File: src/rtl/blinky_sprite.sv
// blinky_sprite: renders the Blinky ghost sprite as a 3-bit palette colour per beam pixel (0 = transparent).
//   clk        system clock
//   reset      synchronous, active-high; clears col and the animation counter
//   ce         pixel-update enable; col is forced to 0 when low
//   shpos      beam horizontal position (10 bits)
//   svpos      beam vertical position (10 bits)
//   xpos/ypos  ghost grid cell, 16x16 pixels per cell
//   direction  facing: 0 up, 1 left, 2 down, 3 right
//   col        registered pixel colour, one cycle after shpos/svpos
//   `define BLINKY_ANIM_EN to animate the skirt; otherwise frame 0 is always shown.
module blinky_sprite #(
    parameter logic [2:0] BODY_COLOR  = 3'd4,
    parameter logic [2:0] EYE_COLOR   = 3'd7,
    parameter logic [2:0] PUPIL_COLOR = 3'd1
) (
    input  logic       clk,
    input  logic       reset,
    input  logic       ce,
    input  logic [9:0] shpos,
    input  logic [9:0] svpos,
    input  logic [4:0] xpos,
    input  logic [4:0] ypos,
    input  logic [1:0] direction,
    output logic [2:0] col
);
    logic [2:0] bx, by, pix;
    logic       hit, frame, body, eye, pupil;
`ifdef BLINKY_ANIM_EN
    logic [3:0] anim_cnt;
    always_ff @(posedge clk)
        if (reset) anim_cnt <= 4'd0;
        else if (shpos == 10'd0 && svpos == 10'd0) anim_cnt <= anim_cnt + 4'd1;
    assign frame = anim_cnt[3];
`else
    assign frame = 1'b0;
`endif
    // Pupil: vertical facings pick the eye row by by[0], horizontal facings pick
    // the column by bx[0] (left eye columns 1/5 are odd, right columns 2/6 even).
    always_comb begin
        bx    = shpos[3:1];
        by    = svpos[3:1];
        hit   = !shpos[9] && !svpos[9] && shpos[8:4] == xpos && svpos[8:4] == ypos;
        body  = by == 3'd0 ? (bx >= 3'd2 && bx <= 3'd5) :
                by == 3'd1 ? (bx >= 3'd1 && bx <= 3'd6) :
                by == 3'd7 ? (bx[0] == frame) : 1'b1;
        eye   = (by == 3'd2 || by == 3'd3) &&
                (bx == 3'd1 || bx == 3'd2 || bx == 3'd5 || bx == 3'd6);
        pupil = eye && (direction[0] ? (bx[0] ^ direction[1]) : (by[0] == direction[1]));
        pix   = !hit ? 3'd0 : pupil ? PUPIL_COLOR : eye ? EYE_COLOR : body ? BODY_COLOR : 3'd0;
    end
    always_ff @(posedge clk)
        if (reset) col <= 3'd0;
        else col <= ce ? pix : 3'd0;
endmodule

File: config.mk
export PLATFORM = sky130hd
export DESIGN_NAME = blinky_sprite
export DESIGN_NICKNAME = d
export VERILOG_FILES = /design/src/rtl/blinky_sprite.sv
export SDC_FILE = /design/constraint.sdc
export NUM_CORES = 1
export LEC_CHECK = 0
export ABC_AREA = 1
export ABC_CLOCK_PERIOD_IN_PS = 1100
export CAP_MARGIN = 10
export CORE_MARGIN = 5
export CORE_UTILIZATION = 29
export DETAILED_ROUTE_END_ITERATION = 10
export PLACE_DENSITY = 0.77
export SYNTH_ARGS = -nofsm -noshare
export SYNTH_HDL_FRONTEND = slang
export SYNTH_SLANG_ARGS = --single-unit
File: constraint.sdc
create_clock -name clk -period 1.1 [get_ports clk]
set_input_delay 0.11 -clock clk [delete_from_list [all_inputs] [get_ports clk]]
set_output_delay 0.11 -clock clk [all_outputs]
set_load 0.005 [all_outputs]
# After elaboration in Yosys (flattened, before gate mapping)
# Cells that the tools add are included.
[word_totals]
ff_bits = 3
in_bits = 35
output_inout_bits = 3
[op_classes]
order_cmp = 4
eq_ne = 11
n_mux = 7
n_bitwise = 4
n_reduce_logical = 16
[op_table]
columns = ["op", "n"]
rows = [
  ["== test 5 bit", 2],
  ["== test 3 x 2 -> 1 bit, second input constant", 3],
  ["== test 3 bit, second input constant", 3],
  ["logical AND 1 bit", 7],
  ["== test 3 x 1 -> 1 bit, second input constant", 2],
  ["<= comparator 3 bit, second input constant", 2],
  ["two-way mux 3 bit", 2],
  ["two-way mux 1 bit", 5],
  ["logical OR 1 bit", 4],
  ["OR reduction 4 bit", 1],
  ["greater-or-equal comparator 3 x 1 -> 1 bit, second input constant", 1],
  ["greater-or-equal comparator 3 x 2 -> 1 bit, second input constant", 1],
  ["logical NOT 3 bit", 1],
  ["inverter 1 bit", 3],
  ["OR reduction 3 bit", 1],
  ["logical NOT 1 bit", 2],
  ["== test 1 bit", 1],
  ["bitwise XOR 1 bit", 1],
]

# Logic depth before layout (Yosys ltp)
[depth]
depth_word = 7
ltp_mapped = 8
mapped_depth_nobuf = 8

# Worst setup path before layout
# OpenSTA, ideal clock, no wires.
[synth_path]
path_type = "input-to-reg"
start = "input port shpos[2]"
end = "register col[2]"
arrival_ns = 0.786
setup_slack_ns = 0.202
path_stages = 8
cell_sequence = "inv_1 -> ha_1 -> nor2_1 -> nand2_1 -> inv_1 -> nand3_1 -> nand3_1 -> nor2_1"
[synth_via]
elab_chain_len = 7
word_cells_on_any_way = 20
classes_between = "4 x order compare; 4 x eq/ne; 4 x mux; 8 x reduce/logical"
[synth_lines]
columns = ["item", "line", "text"]
rows = [
  ["start: declaration", "19", "input logic [9:0] shpos,"],
  ["parallel branches: the longest is 7 deep, another holds greater-or-equal comparator 3 x 1 -> 1 bit", "--", ""],
  ["end signal: assignment", "53", "else col <= ce ? pix : 3'd0;"],
  ["end: declaration", "24", "output logic [2:0] col"],
]
# Several ways; the timed one is not identified.
# A chain may end at the register's enable or synchronous reset.

# Final worst setup path
# Ends and elaborated chain as after synthesis.

==> impl_metrics.csv <==
group,metric,value,unit
run_status,status,"completed",
finish,final_util,61.2,%
sta,layout_min_cycle_time,0.978,ns
sta,slew_violations,0,
finish,largest_register,"col",
cts,cts-buffers-inserted,3,
route,ant_nets,0,
worst_setup_path,cp-end-kind,"flop",
placement,place.port_buffers,35,
finish,area_growth,96.9,%
route,wl_per_cell,7.95,um
cts,cts_root_buffer,"clkbuf_4",
finish,nets,159,
synth,synthesis.nets,118,
sta,fmax,1020,MHz
pwr,vdd_drop_max,0.281,mV
cts,htree_levels,1,
min_path,hold_class,"primary input to flop",
min_path,hold_depth,6,
worst_setup_path,crit_chain,"dlygate4sd2_1, inv_1, ha_1, nor2_1, nand2_1, inv_1, nand3_1, nand3_1, nor2_1",
finish,reg_top3,"col: 3 flops",
sta,min_period_over_period,88.9,%
synth,synth_top_cell_by_area,"nand2_1",
sta,setup_violations,0,
cts,cts_hold_buffers,0,
min_path,min-delay-start,"shpos[2]",
finish,diodes,0,
synth,async_flop_share,0,%
worst_setup_path,crit_type,"primary input to flop",
worst_setup_path,worst-path-buf-inv,3,
pwr,p_leak,0.458,nW
synth,ys_top_cells_by_count,"nand2_1, inv_1, nor2_1, nand3_1",
route,routed_via_density,4.10,
cts,cts.sinks,3,
placement,dpl.hpwl,1.02,mm
synth,ys.flop_type,"dfxtp_1",
floorplanning,coreArea,1320,um2
synth,synthTopCellsByArea,"nand2_1, inv_1, dfxtp_1",
route,drt-total-wl,1.09,mm
job,maxCapViolations,0,
cts,cts_tree,"yes",
min_path,min_to,"col[2]",
synth,synth_warnings,0,
floorplanning,placementRows,13,
sta,slew-limit-headroom,87.3,%
floorplanning,die_y,47.6,um
floorplanning,initial_core_util,31.1,%
finish,largest_reg_flops,3,
sta,worst_pin_slew,0.190,ns
worst_setup_path,crit_fanout,3,
worst_setup_path,start_kind,"primary input",
sta,rsz0062_at_grt,"no",
cts,cts_resized,5,
global_routing,antenna_found_initial,0,
synth,synth.top_cell.area_share,28.4,%
finish,drive_gt1_share,5.74,%
synth,ys_types,12,
global_routing,grt.total_usage,10.2,%
worst_setup_path,path_delay_family,"simple AND/OR/NAND/NOR gates",
worst_setup_path,worstPathRequired,1.23,ns
cts,clk_pin_slew,0.03,ns
synth,yosysMostFrequentCell,"nand2_1",
cts,cts_buffer_depth,2,
global_routing,grt_overflow,0,
floorplanning,dieArea,2260,um2
synth,ys_ff_latch,3,
route,drcViolationCount,0,
floorplanning,io_pins,38,
sta,hold_viol_final,0,
global_routing,grt_max_degree,6,
worst_setup_path,worstPathArrival,1.11,ns
worst_setup_path,slowest_stage,"ha_1",
placement,gp_congestion,0.723,
floorplanning,die_x,47.6,um
synth,ys_seq_area_share,14.7,%
cts,cts_setup_buffers,0,
global_routing,grt_pass1_wl,1.56,mm
synth,synth_edf_count,0,
pwr,power_density,636,nW/um2
synth,syn_inst,82,
synth,syn_area,409,um2
route,drtIter0Drc,3,
route,via_count,562,
synth,syn_area_per_cell,4.99,um2
route,dr.pass1.iters,4,
worst_setup_path,cpPeakStageDelay,0.26,ns
global_routing,grt_pass1_vias,471,
sta,tns,0,ns
-- worst max-delay path by stage --
stage          startpoint      to  slack, ns  cells past startpoint
2_1_floorplan    shpos[2]  col[2]       0.20                      8
3_3_place_gp     shpos[2]  col[2]      -0.36                      9
3_5_place_dp     shpos[2]  col[2]      -0.37                      9
4_1_cts          svpos[6]  col[1]       0.12                      7
5_1_grt          shpos[2]  col[2]       0.02                      9
6_report         shpos[2]  col[2]       0.12                      9
-- per-stage QoR --
| stage | power, mW | area [um2] | hold slack, ns | instances | setup slack [ns] |
|---|---|---|---|---|---|
| after floorplan | 0.188 | 409 | 0.325 | 82 | 0.202 |
| after global placement | 0.322 | 786 | 0.814 | 133 | -0.357 |
| after detailed placement | 0.327 | 786 | 0.815 | 133 | -0.371 |
| after CTS | 0.521 | 806 | 0.486 | 137 | 0.121 |
| after global routing | 0.558 | 806 | 0.513 | 137 | 0.0224 |
| final | 0.512 | 806 | 0.482 | 137 | 0.122 |
-- final cells by class --
type	count	area (um2)
Fill cell	135	512
Sequential cell	3	60.1
Timing Repair Buffer	36	352
Clock buffer	4	26.3
Multi-Input combinational cell	57	267
Tap cell	15	18.8
Inverter	22	82.6
-- tightest hold or removal path, cell delays in order --
cell and delay (ns):
dlygate4sd2_1 0.23, nand3_1 0.07, nand3_1 0.08, nand3_1 0.07, nand3_1 0.07, nor2_1 0.04
-- report_power, final --
part | switching (mW) | internal, mW | leakage (nW) | total [mW]
clock | 0.0557 | 0.136 | 0.0150 | 0.192
combinational | 0.0734 | 0.138 | 0.419 | 0.211
sequential | 0.000000421 | 0.109 | 0.0241 | 0.109
-- logic make-up after synthesis --
logic type	after synthesis	synth area share, %
flops	3	14.7
xor+xnor	4	8.56
compound gates	2	3.36
buf+inv	22	20.2
fa+ha+maj	1	3.06
simple gates	50	50.2
-- layer usage --
| metal | share of wire (%) | track usage [%] |
|---|---|---|
| met3 | 8.8 | 1.88 |
| met1 | 31 | 7.95 |
| met5 | 0 | 0 |
| met2 | 57 | 20.1 |
| met4 | 3.5 | 9.68 |
-- cells in the final DEF (no fill, tap or decap), drive strengths merged, types with 2 or more instances in the layout --
| master | instances |
|---|---|
| nand2 | 31 |
| clkdlybuf4s50 | 30 |
| inv | 22 |
| nor2 | 11 |
| nand3 | 6 |
| dlygate4sd2 | 5 |
| clkbuf | 4 |
| xnor2 | 3 |
| dfxtp | 3 |
| nand4 | 2 |
| o21ai | 2 |
Power figures use the tool's default switching activity.
